==> src/rtl/frame_sync_ctrl.sv <==
`default_nettype none
// +----------------------------------------------------------------------------+
// | Module  : frame_sync_ctrl                                                  |
// | Brief   : Serial frame-alignment controller (hunt / verify / locked).      |
// | Revision: 1.0                                                              |
// +----------------------------------------------------------------------------+
module frame_sync_ctrl #(
    parameter int               WIDTH      = 6,
    parameter logic [WIDTH-1:0] PATTERN    = 6'b110101,
    parameter int               FRAME_LEN  = 16,
    parameter int               LOCK_CNT   = 3,
    parameter int               UNLOCK_CNT = 2
) (
    input  logic                         clk,
    input  logic                         rst,
    input  logic                         data_in,
    input  logic                         input_en,
    input  logic                         sync_en,
    output logic                         locked,
    output logic                         frame_start,
    output logic                         miss_err,
    output logic                         lock_lost,
    output logic [1:0]                   state,
    output logic [$clog2(FRAME_LEN)-1:0] bit_pos
);

    localparam int BPW = $clog2(FRAME_LEN);
    localparam int HCW = $clog2(LOCK_CNT + 1);
    localparam int MCW = $clog2(UNLOCK_CNT + 1);

    localparam logic [BPW-1:0] C_LAST_POS = BPW'(FRAME_LEN - 1);
    localparam logic [HCW-1:0] C_LOCK_CNT = HCW'(LOCK_CNT);
    localparam logic [MCW-1:0] C_UNLK_CNT = MCW'(UNLOCK_CNT);

    typedef enum logic [1:0] {
        ST_HUNT   = 2'd0,
        ST_VERIFY = 2'd1,
        ST_LOCKED = 2'd2
    } state_t;

    state_t           r_state;
    logic [WIDTH-2:0] r_sr;
    logic [BPW-1:0]   r_bit_pos;
    logic [HCW-1:0]   r_hit_cnt;
    logic [MCW-1:0]   r_miss_cnt;
    logic             r_locked;
    logic             r_frame_start;
    logic             r_miss_err;
    logic             r_lock_lost;

    logic [WIDTH-1:0] w_window;
    logic             w_hit;
    logic             w_checkpoint;
    logic [BPW-1:0]   w_bit_pos_inc;
    logic [HCW-1:0]   w_hit_inc;
    logic [MCW-1:0]   w_miss_inc;

    // The oldest bit of the WIDTH-bit window is never needed again after the
    // compare, so only WIDTH-1 bits of history are stored.
    assign w_window      = {r_sr, data_in};
    assign w_hit         = (w_window == PATTERN);
    assign w_checkpoint  = (r_bit_pos == C_LAST_POS);
    assign w_bit_pos_inc = w_checkpoint ? '0 : r_bit_pos + BPW'(1);
    assign w_hit_inc     = r_hit_cnt + HCW'(1);
    assign w_miss_inc    = r_miss_cnt + MCW'(1);

    always_ff @(posedge clk or negedge rst) begin
        if (!rst) begin
            r_state       <= ST_HUNT;
            r_sr          <= '0;
            r_bit_pos     <= '0;
            r_hit_cnt     <= '0;
            r_miss_cnt    <= '0;
            r_locked      <= 1'b0;
            r_frame_start <= 1'b0;
            r_miss_err    <= 1'b0;
            r_lock_lost   <= 1'b0;
        end else begin
            r_frame_start <= 1'b0;
            r_miss_err    <= 1'b0;
            r_lock_lost   <= 1'b0;

            if (input_en) begin
                r_sr <= w_window[WIDTH-2:0];
            end

            if (!sync_en) begin
                // Disable is a silent abort: no lock_lost, counters and position cleared.
                r_state    <= ST_HUNT;
                r_locked   <= 1'b0;
                r_bit_pos  <= '0;
                r_hit_cnt  <= '0;
                r_miss_cnt <= '0;
            end else if (input_en) begin
                r_bit_pos <= w_bit_pos_inc;

                case (r_state)
                    ST_HUNT: begin
                        if (w_hit) begin
                            r_bit_pos <= '0;
                            if (LOCK_CNT == 1) begin
                                r_state       <= ST_LOCKED;
                                r_locked      <= 1'b1;
                                r_frame_start <= 1'b1;
                            end else begin
                                r_state   <= ST_VERIFY;
                                r_hit_cnt <= HCW'(1);
                            end
                        end
                    end

                    ST_VERIFY: begin
                        if (w_checkpoint) begin
                            if (w_hit) begin
                                if (w_hit_inc == C_LOCK_CNT) begin
                                    r_state       <= ST_LOCKED;
                                    r_locked      <= 1'b1;
                                    r_frame_start <= 1'b1;
                                    r_hit_cnt     <= '0;
                                end else begin
                                    r_hit_cnt <= w_hit_inc;
                                end
                            end else begin
                                r_state   <= ST_HUNT;
                                r_hit_cnt <= '0;
                            end
                        end
                    end

                    ST_LOCKED: begin
                        if (w_checkpoint) begin
                            if (w_hit) begin
                                r_miss_cnt    <= '0;
                                r_frame_start <= 1'b1;
                            end else if (w_miss_inc == C_UNLK_CNT) begin
                                r_state     <= ST_HUNT;
                                r_locked    <= 1'b0;
                                r_lock_lost <= 1'b1;
                                r_miss_cnt  <= '0;
                            end else begin
                                // Flywheel: keep the frame timing alive through the miss.
                                r_miss_cnt    <= w_miss_inc;
                                r_miss_err    <= 1'b1;
                                r_frame_start <= 1'b1;
                            end
                        end
                    end

                    default: begin
                        r_state    <= ST_HUNT;
                        r_locked   <= 1'b0;
                        r_hit_cnt  <= '0;
                        r_miss_cnt <= '0;
                    end
                endcase
            end
        end
    end

    assign locked      = r_locked;
    assign frame_start = r_frame_start;
    assign miss_err    = r_miss_err;
    assign lock_lost   = r_lock_lost;
    assign state       = r_state;
    assign bit_pos     = r_bit_pos;

endmodule
`default_nettype wire

==> config.mk <==
export PLATFORM = sky130hd
export DESIGN_NAME = frame_sync_ctrl
export DESIGN_NICKNAME = d
export VERILOG_FILES = /design/src/rtl/frame_sync_ctrl.sv
export SDC_FILE = /design/constraint.sdc
export NUM_CORES = 1
export LEC_CHECK = 0
export ABC_CLOCK_PERIOD_IN_PS = 3550
export CORE_ASPECT_RATIO = 1.2
export CORE_MARGIN = 4
export CORE_UTILIZATION = 56
export CTS_BUF_LIST = sky130_fd_sc_hd__clkbuf_16
export CTS_CLUSTER_SIZE = 28
export DETAILED_ROUTE_END_ITERATION = 8
export PLACE_DENSITY = 0.82
export SYNTH_ARGS = -nofsm -noshare
export SYNTH_HDL_FRONTEND = slang
export SYNTH_SLANG_ARGS = --single-unit
==> constraint.sdc <==
create_clock -name clk -period 3.55 [get_ports clk]
set_input_delay 0.5325 -clock clk [delete_from_list [all_inputs] [get_ports clk]]
set_output_delay 0.5325 -clock clk [all_outputs]
set_load 0.005 [all_outputs]
==> results.ini, run 1 <==
[run_status]
run_status=completed

[sta]
hold_slack_ns=0.510
clock.fmax_mhz=461
setup_viol=0
setup_repair_after_global_routing_missed_its_margin=no
post-route-period-util=0.611
fin_crit_ns=2.17
final_critical_path_setup_slack_ns=1.38
final_max_slew_viol_count=0
clock-skew-final_ns=0.00163
hold_violations=0
slew_headroom=0.454
timing_worst_slew_pin_value_ns=0.816
setup-tns-final_ns=0

[worst_setup_path]
setup.reg_to_reg.worst_slack_ns=1.78
worstSetupStartpointType=primary input
worst-endpoint-arrival_ns=2.36
worst_path_maximum_fanout=10
end_kind=flip-flop
reg2reg_from=state[0]$_DFFE_PN0P_
worst_r2r_endpoint=r_miss_cnt[0]$_DFFE_PN0P_
reg2reg_depth=5
critical_path_required_ns=3.74
critical_path_class=in2reg

[layout]
final-instance-count-excl-fill=138
fillers=124
num-nets-final=130
antenna_cells=0
drive_above_1_share=0.100
final_core_utilization=0.742
multi_input_comb_area_um2=508
area_growth_pct=20.8
final-seq-area_um2=475

[logic_synthesis]
yosys-top-cells-count=dfrtp_1, nand2_1, nor2_1, a21oi_1, o21ai_0
netlist.area_leader.share=0.461
synthesis.area_um2=1030
synthesis.instances=106
sequential_element_share_of_the_synthesized_area=0.461
synth_warnings=0
post_synth_main_area_contributors=dfrtp_1, mux2_2, ha_1
most_common_cell_in_the_netlist=dfrtp_1
yosysUniqueCellTypes=35
count_of_state_elements_after_synthesis=19
yosys_most_used_dff=dfrtp_1
syn_avg_cell_area_um2=9.74
synth_enable_flop_cells=0
synth-async-reset-ratio=1.00
netlist.top_cell.by_area=dfrtp_1
synth.net_count=115

[grt]
grt_start_max_net_pins=20
grt_pass1_wl_um=3570
grt_overflow_total=0
number_of_global_route_vias_before_repair=898
gr_util_all_layers=0.193
number_of_antenna_violations_at_the_first_check_in_global_routing=0

[min_path]
min_from=r_miss_cnt[0]$_DFFE_PN0P_
worst_hold_path_class=reg2reg
min_to=r_miss_cnt[0]$_DFFE_PN0P_
hold_depth=1

[drt]
ant_nets=0
drt_first_iter_violations=10
detail_route.vias_per_cell=6.25
drt-pass1-iter-count=4
wl_um=2080
drt-wirelength-per-cell_um=15.1
drcViolationCount=0
vias_post_dr=863

[cts]
clock_tree.buffer_depth=2
number_of_sinks_handled_by_clock_tree_synthesis=19
post_cts_hold_buffer_count=0
ctsResizeCount=0
clock_latency_on_the_worst_skew_pair_ns=0.25
post-cts-setup-buffer-count=0
clock_tree.htree_level_count=1
tritoncts=yes
cts.root.buffer_cell=clkbuf_16
worst_setup_hold_path_clk_slew_ns=0.05
cts-buffers-inserted=3

[floorplanning]
die_width_um=47.2
die-height_um=55.0
ios=15
start_util=0.614
die_area_um2=2600
num_rows=16
coreArea_um2=1680

[job]
drv_cap=0

[placement]
placedCellCount=134
port-buffer-count=14
dp_hpwl_um=1510
place_worst_setup_slack_ns=1.17
place.gp.congestion=0.916

[pwr]
power-per-cell-area_nw_per_um2=423
ir_worst_vdd_mv=0.332
leakage_nw=0.505

[critical path, cell delays in order]
cell,delay [ns]
clkdlybuf4s50_1,0.72
inv_2,0.15
o21ai_1,0.33
o221ai_1,0.26
nor4_1,0.22
a22o_1,0.16
[worst max path at each step]
stage	from	endpoint	cells after the start
floorplan	bit_pos[0]$_DFFE_PN0N_	bit_pos[3]$_DFFE_PN0N_	6
global route	input_en	r_hit_cnt[1]$_DFFE_PN0P_	6
CTS	input_en	r_hit_cnt[1]$_DFFE_PN0P_	6
detailed placement	input_en	r_hit_cnt[1]$_DFFE_PN0P_	6
finish	input_en	r_hit_cnt[1]$_DFFE_PN0P_	6
global placement	input_en	r_miss_cnt[0]$_DFFE_PN0P_	5
[cells by family (layout without fill, tap and decap cells)]
kind of cell / after synthesis / in the layout / share of synthesized area
and+or+nand+nor: 38 / 38 / 0.192
AOI/OAI and AO/OA: 29 / 29 / 0.187
DFF: 19 / 19 / 0.461
buffers and inverters: 10 / 24 / 0.0473
muxes: 6 / 6 / 0.0654
adders and majority gates: 4 / 4 / 0.0485
[power breakdown]
part | leakage [nW] | internal (W) | total [W] | switching, W
clock network | 0.0423 | 0.000150 | 0.000228 | 0.0000787
registers | 0.251 | 0.000232 | 0.000244 | 0.0000112
logic | 0.211 | 0.0000284 | 0.0000551 | 0.0000267
total | 0.505 | 0.000411 | 0.000527 | 0.000117
[cell type report]
type	count	area share
multi-input combinational	77	0.407
inverter	6	0.0181
clock inverter	1	0.00301
sequential	19	0.381
timing repair buffer	14	0.112
tap	18	0.0181
clock buffer	3	0.0602
[state kept, by name, summed over array words and instances (netlist names)]
register	flops
bit_pos	4
miss_err	1
frame_start	1
r_sr	5
state	2
r_miss_cnt	2
locked	1
lock_lost	1
r_hit_cnt	2
[per-stage QoR]
stage	total power (W)	instance area, µm²
final	0.000527	1250
after global routing	0.000545	1250
after CTS	0.000529	1250
after detailed placement	0.000303	1170
after global placement	0.000299	1170
after floorplan	0.000281	1030
[cells in the final DEF, fill, tap and decap left out]
master,synthesis,routed
a21oi_1,7,7
nor3b_1,1,1
nand2_1,10,10
nand3b_1,1,1
ha_1,4,4
nand4_1,1,1
or4_1,2,2
clkbuf_16,0,3
inv_2,1,1
o31a_1,1,1
and3_1,1,1
nand2b_1,1,1
nor4_1,1,1
nor2b_1,3,3
mux2_2,6,6
nor2_1,9,9
o41a_1,1,1
dfrtp_1,19,19
and4b_1,1,1
a22oi_1,1,1
o21ai_1,2,2
clkdlybuf4s50_1,0,14
o21ai_0,7,7
and3b_4,1,1
o32ai_1,1,1
nand3_1,6,6
a2111oi_0,1,1
a2111oi_2,1,1
inv_1,5,6
o221ai_1,1,1
o211ai_1,1,1
a31oi_1,2,2
a211oi_1,2,2
a22o_1,1,1
[layer usage]
metal  vias up  track usage  part of all wire
met2        33        0.346              0.50
met4         0       0.0922             0.017
met1       404        0.219              0.44
met3         5       0.0291             0.046
li1        421            -                 -
met5         -            0                 0
Power figures use the tool's default switching activity.
==> run 2, diff against run 1 <==
- ABC_CLOCK_PERIOD_IN_PS: 3550 -> 2200
- CORE_UTILIZATION: 56 -> 52
- PLACE_DENSITY: 0.82 -> 0.77
- clock period: 3.55 -> 2.2 ns (I/O delays scaled with it)
==> run 2 against run 1 <==
  * Utilization decreased by 6.7 points
  * First-iteration DRC count rose to 4.6 times the previous value
  * Non-clock buffer count increased by 2
  * Die area increased by 6.5%
  * Combinational power rose by 67%
  * Critical path depth unchanged
  * Clock-buffer cell count is the same
  * Critical endpoint unchanged
==> results.ini, run 2 (synthesis gave the netlist of run 1 again) <==
[sta]
final_max_slew_viol_count=0  ; unchanged
fin_crit_ns=1.81
clock.fmax_mhz=554
setup_viol=0  ; unchanged
timing_worst_slew_pin_value_ns=0.517  ; -0.299 ns
setup_repair_after_global_routing_missed_its_margin=no
hold_slack_ns=0.416  ; -0.0940 ns
clock-skew-final_ns=0.00137  ; -0.000260 ns
post-route-period-util=0.821
setup-tns-final_ns=0  ; unchanged
hold_violations=0  ; unchanged
slew_headroom=0.646  ; +0.192

[worst_setup_path]
end_kind=flip-flop
setup.reg_to_reg.worst_slack_ns=0.39  ; -1.39 ns
critical_path_required_ns=2.39  ; -1.35 ns
critical_path_class=reg2reg
worst_path_maximum_fanout=7  ; -3
worst-endpoint-arrival_ns=1.99  ; -0.37 ns
reg2reg_from=state[0]$_DFFE_PN0P_
timing.critical_path.cells=inv_1 -> ha_1 -> o21ai_1 -> o221ai_1 -> nor4_1 -> a22o_1
critPathMaxStageDelay_ns=0.38  ; -0.34 ns
count_of_buffering_cells_on_the_critical_path_with_inverters_included=1  ; -1
cp_top_family=compound AO/OA/AOI/OAI gates
worst_path_max_delay_cell=dfrtp_1
worstSetupStartpointType=flip-flop
worst_r2r_endpoint=r_hit_cnt[1]$_DFFE_PN0P_
reg2reg_depth=6  ; +1

[layout]
area_growth_pct=22.4
final_core_utilization=0.675  ; -0.0667
num-nets-final=132  ; +1.5%
final-instance-count-excl-fill=141  ; +2.2%
drive_above_1_share=0.115  ; +0.0148
antenna_cells=0  ; unchanged
largest_register=r_sr
mostFrequentLayoutCells=dfrtp_1, clkdlybuf4s50_1, nand2_1, nor2_1
number_of_flip_flops_under_the_largest_register_name=5  ; unchanged
layout.cells.most_common=dfrtp_1
fillers=158  ; +27%

[floorplanning]
die_width_um=48.7  ; +3.1%
coreArea_um2=1870  ; +11%
ios=15  ; unchanged
die_area_um2=2760  ; +6.5%
die-height_um=56.8  ; +3.2%
num_rows=17  ; +1
start_util=0.551  ; -0.0624

[placement]
placedCellCount=137  ; +2.2%
port-buffer-count=14  ; unchanged
place.gp.congestion=0.819  ; -11%
dp_hpwl_um=1470  ; -2.8%

[run_status]
run_status=completed

[grt]
grt_overflow_total=0  ; unchanged
gr_util_all_layers=0.174  ; -0.0195
number_of_antenna_violations_at_the_first_check_in_global_routing=0  ; unchanged
grt_start_max_net_pins=20  ; unchanged
grt_pass1_wl_um=3880  ; +8.9%
number_of_global_route_vias_before_repair=819  ; -8.8%

[cts]
tritoncts=yes
post-cts-setup-buffer-count=0  ; unchanged
clock_tree.htree_level_count=1  ; unchanged
worst_setup_hold_path_clk_slew_ns=0.05  ; about the same
ctsResizeCount=0  ; unchanged
post_cts_hold_buffer_count=0  ; unchanged
clock_tree.buffer_depth=2  ; unchanged
number_of_sinks_handled_by_clock_tree_synthesis=19  ; unchanged
clock_latency_on_the_worst_skew_pair_ns=0.25  ; about the same
cts-buffers-inserted=3  ; unchanged
cts.root.buffer_cell=clkbuf_16

[drt]
drt_first_iter_violations=46  ; +36
drt-pass1-iter-count=4  ; unchanged
ant_nets=0  ; unchanged
drcViolationCount=0  ; unchanged
drt-wirelength-per-cell_um=15.7  ; +4.0%
vias_post_dr=866  ; +0.35%
detail_route.vias_per_cell=6.14  ; -1.8%
wl_um=2210  ; +6.3%

[pwr]
ir_worst_vdd_mv=0.603  ; +82%
swShare=0.219  ; -0.00251
power_report.internal_total_w=0.000665  ; +62%
leakage_nw=0.515  ; +1.9%
p_seq_frac=0.462  ; about the same
share_comb_of_total_power=0.108  ; +0.003
power-per-cell-area_nw_per_um2=673  ; +59%
total_switching_power_w=0.000186  ; +60%
clock_power_share=0.429  ; -0.004

[min_path]
worst_hold_path_class=in2async

[job]
drv_cap=0  ; unchanged

==> run 2: cell types whose count changed in the layout (fill, tap and decap cells not counted), sizes merged <==
cell and change:
buf +2
==> run 2: how the worst max path moves through the flow <==
stage,start,endpoint,depth (start not counted)
finish,state[0]$_DFFE_PN0P_,r_hit_cnt[1]$_DFFE_PN0P_,6
global route,bit_pos[0]$_DFFE_PN0N_,state[0]$_DFFE_PN0P_,6
CTS,bit_pos[0]$_DFFE_PN0N_,bit_pos[3]$_DFFE_PN0N_,5
detailed placement,input_en,r_hit_cnt[1]$_DFFE_PN0P_,6
global placement,sync_en,bit_pos[3]$_DFFE_PN0N_,5
floorplan,bit_pos[0]$_DFFE_PN0N_,bit_pos[3]$_DFFE_PN0N_,6
==> run 2: power groups by stage <==
stage | Sequential (W) | Combinational, W | Clock, W
after floorplan | 0.000395 | 0.0000586 | 0
after global placement | 0.000397 | 0.0000896 | 0
after detailed placement | 0.000400 | 0.0000918 | 0
after CTS | 0.000394 | 0.0000931 | 0.000368
after global routing | 0.000398 | 0.000104 | 0.000394
final | 0.000393 | 0.0000920 | 0.000365
==> run 2: worst register-to-register path, delay by kind of cell, from the launching register on <==
kind / cells / cell delay, ns
flip-flops: 1 / 0.38
adder cells (fa/ha/maj): 1 / 0.30
buffers and inverters: 1 / 0.08
AND/OR/NAND/NOR: 1 / 0.24
AO/OA/AOI/OAI: 3 / 0.75
==> run 2: final cells by class <==
class,count,area (µm²),share of cell area
clock inverters,1,3.75,0.00297
well taps,19,23.8,0.0188
flip-flops and latches,19,475,0.376
multi-input cells,77,508,0.402
inverters,6,22.5,0.0178
clock buffers,3,75.1,0.0594
repair buffers,16,155,0.123
==> run 2: routing by layer <==
| layer | share of wire | track usage | vias up |
|---|---|---|---|
| met2 | 0.49 | 0.271 | 38 |
| li1 | - | - | 420 |
| met4 | 0.015 | 0.0654 | 0 |
| met1 | 0.42 | 0.232 | 403 |
| met5 | 0 | 0 | - |
| met3 | 0.072 | 0.0398 | 5 |
==> run 2: metrics by stage <==
stage	area, µm²	setup slack (ns)	total power (W)
after floorplan	1030	0.523	0.000453
after global placement	1180	0.292	0.000487
after detailed placement	1180	0.297	0.000491
after CTS	1260	0.409	0.000855
after global routing	1260	0.237	0.000896
final	1260	0.394	0.000851
==> run 3, diff against run 2 <==
- ABC_CLOCK_PERIOD_IN_PS: 2200 -> 1570
- CORE_UTILIZATION: 52 -> 47
- PLACE_DENSITY: 0.77 -> 0.73
- clock period: 2.2 -> 1.57 ns (I/O delays scaled with it)
==> run 3 against run 2 <==
  * The flow now finishes with violations (negative setup slack)
  * Clock power increased by 43%
  * Wire length increased by 35%
  * Fmax increased by 14%
  * Die area increased by 9.0%
  * Largest power group unchanged
  * Hold slack got worse by 0.10 ns
  * Largest cell class unchanged
==> results.ini, run 3 (synthesis gave the netlist of run 1 again) <==
[run_status]
run_status=complete, but fails checks
failing_checks=negative setup slack

[grt]
number_of_antenna_violations_at_the_first_check_in_global_routing=0  ; unchanged
grt_overflow_total=0  ; unchanged
grt_pass1_wl_um=4280  ; +10%
number_of_global_route_vias_before_repair=939  ; +15%
gr_util_all_layers=0.193  ; +0.0195
grt_start_max_net_pins=20  ; unchanged

[pwr]
leakage_nw=0.664  ; +29%
swShare=0.232  ; +0.0131
clock_power_share=0.411  ; -0.018
power_report.internal_total_w=0.000973  ; +46%
share_comb_of_total_power=0.155  ; +0.047
p_seq_frac=0.434  ; -0.028
total_switching_power_w=0.000294  ; +58%
power-per-cell-area_nw_per_um2=790  ; +17%
ir_worst_vdd_mv=0.931  ; +54%

[layout]
mostFrequentLayoutCells=buf_4, dfrtp_1, clkdlybuf4s50_1, nand2_1, nor2_1
drive_above_1_share=0.378  ; +0.264
number_of_flip_flops_under_the_largest_register_name=5  ; unchanged
layout.cells.most_common=buf_4
antenna_cells=0  ; unchanged
final-instance-count-excl-fill=178  ; +26%
area_growth_pct=55.4
num-nets-final=158  ; +20%
largest_register=r_sr
fin_area_um2=1600  ; +27%
fillers=158  ; unchanged

[floorplanning]
ios=15  ; unchanged
die-height_um=59.3  ; +4.5%
start_util=0.498  ; -0.0533
num_rows=18  ; +1
die_area_um2=3010  ; +9.0%
coreArea_um2=2070  ; +11%
die_width_um=50.8  ; +4.3%

[sta]
final_max_slew_viol_count=0  ; unchanged
fin_crit_ns=1.59  ; -0.215 ns
final_critical_path_setup_slack_ns=-0.0208  ; -0.415 ns
hold_slack_ns=0.316  ; -0.100 ns
timing_worst_slew_pin_value_ns=0.455  ; -0.0623 ns
clock-skew-final_ns=0.00476  ; +0.00339 ns
setup_viol=3  ; +3
hold_violations=0  ; unchanged
setup_repair_after_global_routing_missed_its_margin=yes
clock.fmax_mhz=629  ; +14%
slew_headroom=0.696  ; +0.0499
post-route-period-util=1.01  ; +0.193

[cts]
number_of_sinks_handled_by_clock_tree_synthesis=19  ; unchanged
worst_setup_hold_path_clk_slew_ns=0.05  ; about the same
clock_tree.htree_level_count=1  ; unchanged
cts-buffers-inserted=3  ; unchanged
cts.root.buffer_cell=clkbuf_16
clock_latency_on_the_worst_skew_pair_ns=0.26  ; about the same
post_cts_hold_buffer_count=0  ; unchanged
tritoncts=yes
clock_tree.buffer_depth=2  ; unchanged

[worst_setup_path]
critical_path_class=reg2reg
reg2reg_from=bit_pos[0]$_DFFE_PN0N_
worst-endpoint-arrival_ns=1.76  ; -0.23 ns
worst_r2r_endpoint=state[0]$_DFFE_PN0P_
critical_path_required_ns=1.74  ; -0.65 ns
cp_capture_point=state[0]$_DFFE_PN0P_
reg2reg_depth=6  ; unchanged
end_kind=flip-flop
count_of_buffering_cells_on_the_critical_path_with_inverters_included=0  ; -1
setup.reg_to_reg.worst_slack_ns=-0.02  ; -0.42 ns
worst_path_max_delay_cell=dfrtp_1
startpoint=bit_pos[0]$_DFFE_PN0N_
cp_top_family=simple AND/OR/NAND/NOR gates
timing.critical_path.cells=ha_2 -> and3_4 -> a21oi_1 -> nor3b_4 -> nor2_1 -> a211oi_2
cp.depth=6  ; unchanged
critPathMaxStageDelay_ns=0.36  ; -0.02 ns
worst_path_maximum_fanout=5  ; -2
worstSetupStartpointType=flip-flop

[placement]
port-buffer-count=14  ; unchanged
place.gp.congestion=0.881  ; +7.6%
place_area_um2=1340  ; +13%
placedCellCount=167  ; +22%
dp_hpwl_um=1780  ; +21%

[drt]
vias_post_dr=1026  ; +18%
wl_um=2990  ; +35%
drcViolationCount=0  ; unchanged
drt-wirelength-per-cell_um=16.8  ; +7.1%
detail_route.vias_per_cell=5.76  ; -6.2%
drt-pass1-iter-count=4  ; unchanged
drt_first_iter_violations=44  ; -4.3%
ant_nets=0  ; unchanged

[job]
drv_cap=0  ; unchanged

[min_path]
worst_hold_path_class=in2async

-- run 3: cell types whose count changed in the layout (fill, tap and decap cells not counted), sizes merged --
cell / previous run / this run
buf: 2 / 28
clkdlybuf4s50: 14 / 13
dlymetal6s2s: 0 / 1
-- run 3: cell type report --
type | instances | area, µm² | share of cell area
well taps | 30 | 37.5 | 0.0234
inverters | 6 | 22.5 | 0.0140
clock buffers | 3 | 75.1 | 0.0468
flip-flops and latches | 19 | 475 | 0.296
repair buffers | 42 | 357 | 0.222
clock inverters | 1 | 3.75 | 0.00234
multi-input cells | 77 | 633 | 0.395
-- run 3: layer usage --
metal,vias up,global-route usage,routed length (µm),part of all wire
met5,-,0,0,0
met3,15,0.0554,200,0.067
met4,0,0.115,129,0.043
met1,491,0.241,1190,0.40
li1,475,-,-,-
met2,45,0.297,1470,0.49
-- run 3: how the worst min path moves through the flow --
stage,slack (ns),from,to
2_1_floorplan,-0.06,rst,bit_pos[0]$_DFFE_PN0N_
3_3_place_gp,0.49,r_sr[4]$_DFFE_PN0P_,r_sr[4]$_DFFE_PN0P_
3_5_place_dp,0.51,locked$_DFFE_PN0P_,locked$_DFFE_PN0P_
4_1_cts,0.33,rst,lock_lost$_DFF_PN0_
5_1_grt,0.35,rst,bit_pos[2]$_DFFE_PN0N_
6_report,0.32,rst,lock_lost$_DFF_PN0_
-- run 3: per-stage QoR --
| step | worst slack (ns) | utilization | total power, W | setup TNS (ns) |
|---|---|---|---|---|
| 2_1_floorplan | 0.00265 | - | 0.000636 | 0 |
| 3_3_place_gp | -0.220 | 0.649 | 0.000712 | -1.43 |
| 3_5_place_dp | -0.280 | 0.649 | 0.000721 | -1.83 |
| 4_1_cts | -0.0100 | 0.725 | 0.00125 | -0.0100 |
| 5_1_grt | -0.119 | 0.774 | 0.00132 | -0.582 |
| 6_report | -0.0208 | 0.774 | 0.00127 | -0.0447 |
-- run 3: power by group through the flow --
stage | combinational [W] | clock, W | sequential, W
floorplan | 0.0000825 | 0 | 0.000553
global placement | 0.000159 | 0 | 0.000554
detailed placement | 0.000164 | 0 | 0.000557
CTS | 0.000175 | 0.000526 | 0.000549
global route | 0.000216 | 0.000552 | 0.000555
finish | 0.000197 | 0.000521 | 0.000550
-- run 3: timing repair --
| action | 4_1_cts | 5_1_grt |
|---|---|---|
| endpoints found under the setup margin | 8 | 9 |
| buffers inserted | 2 | 6 |
| pin swaps | 2 | 11 |
| gates cloned | 0 | 0 |
| resized for setup | 12 | 17 |
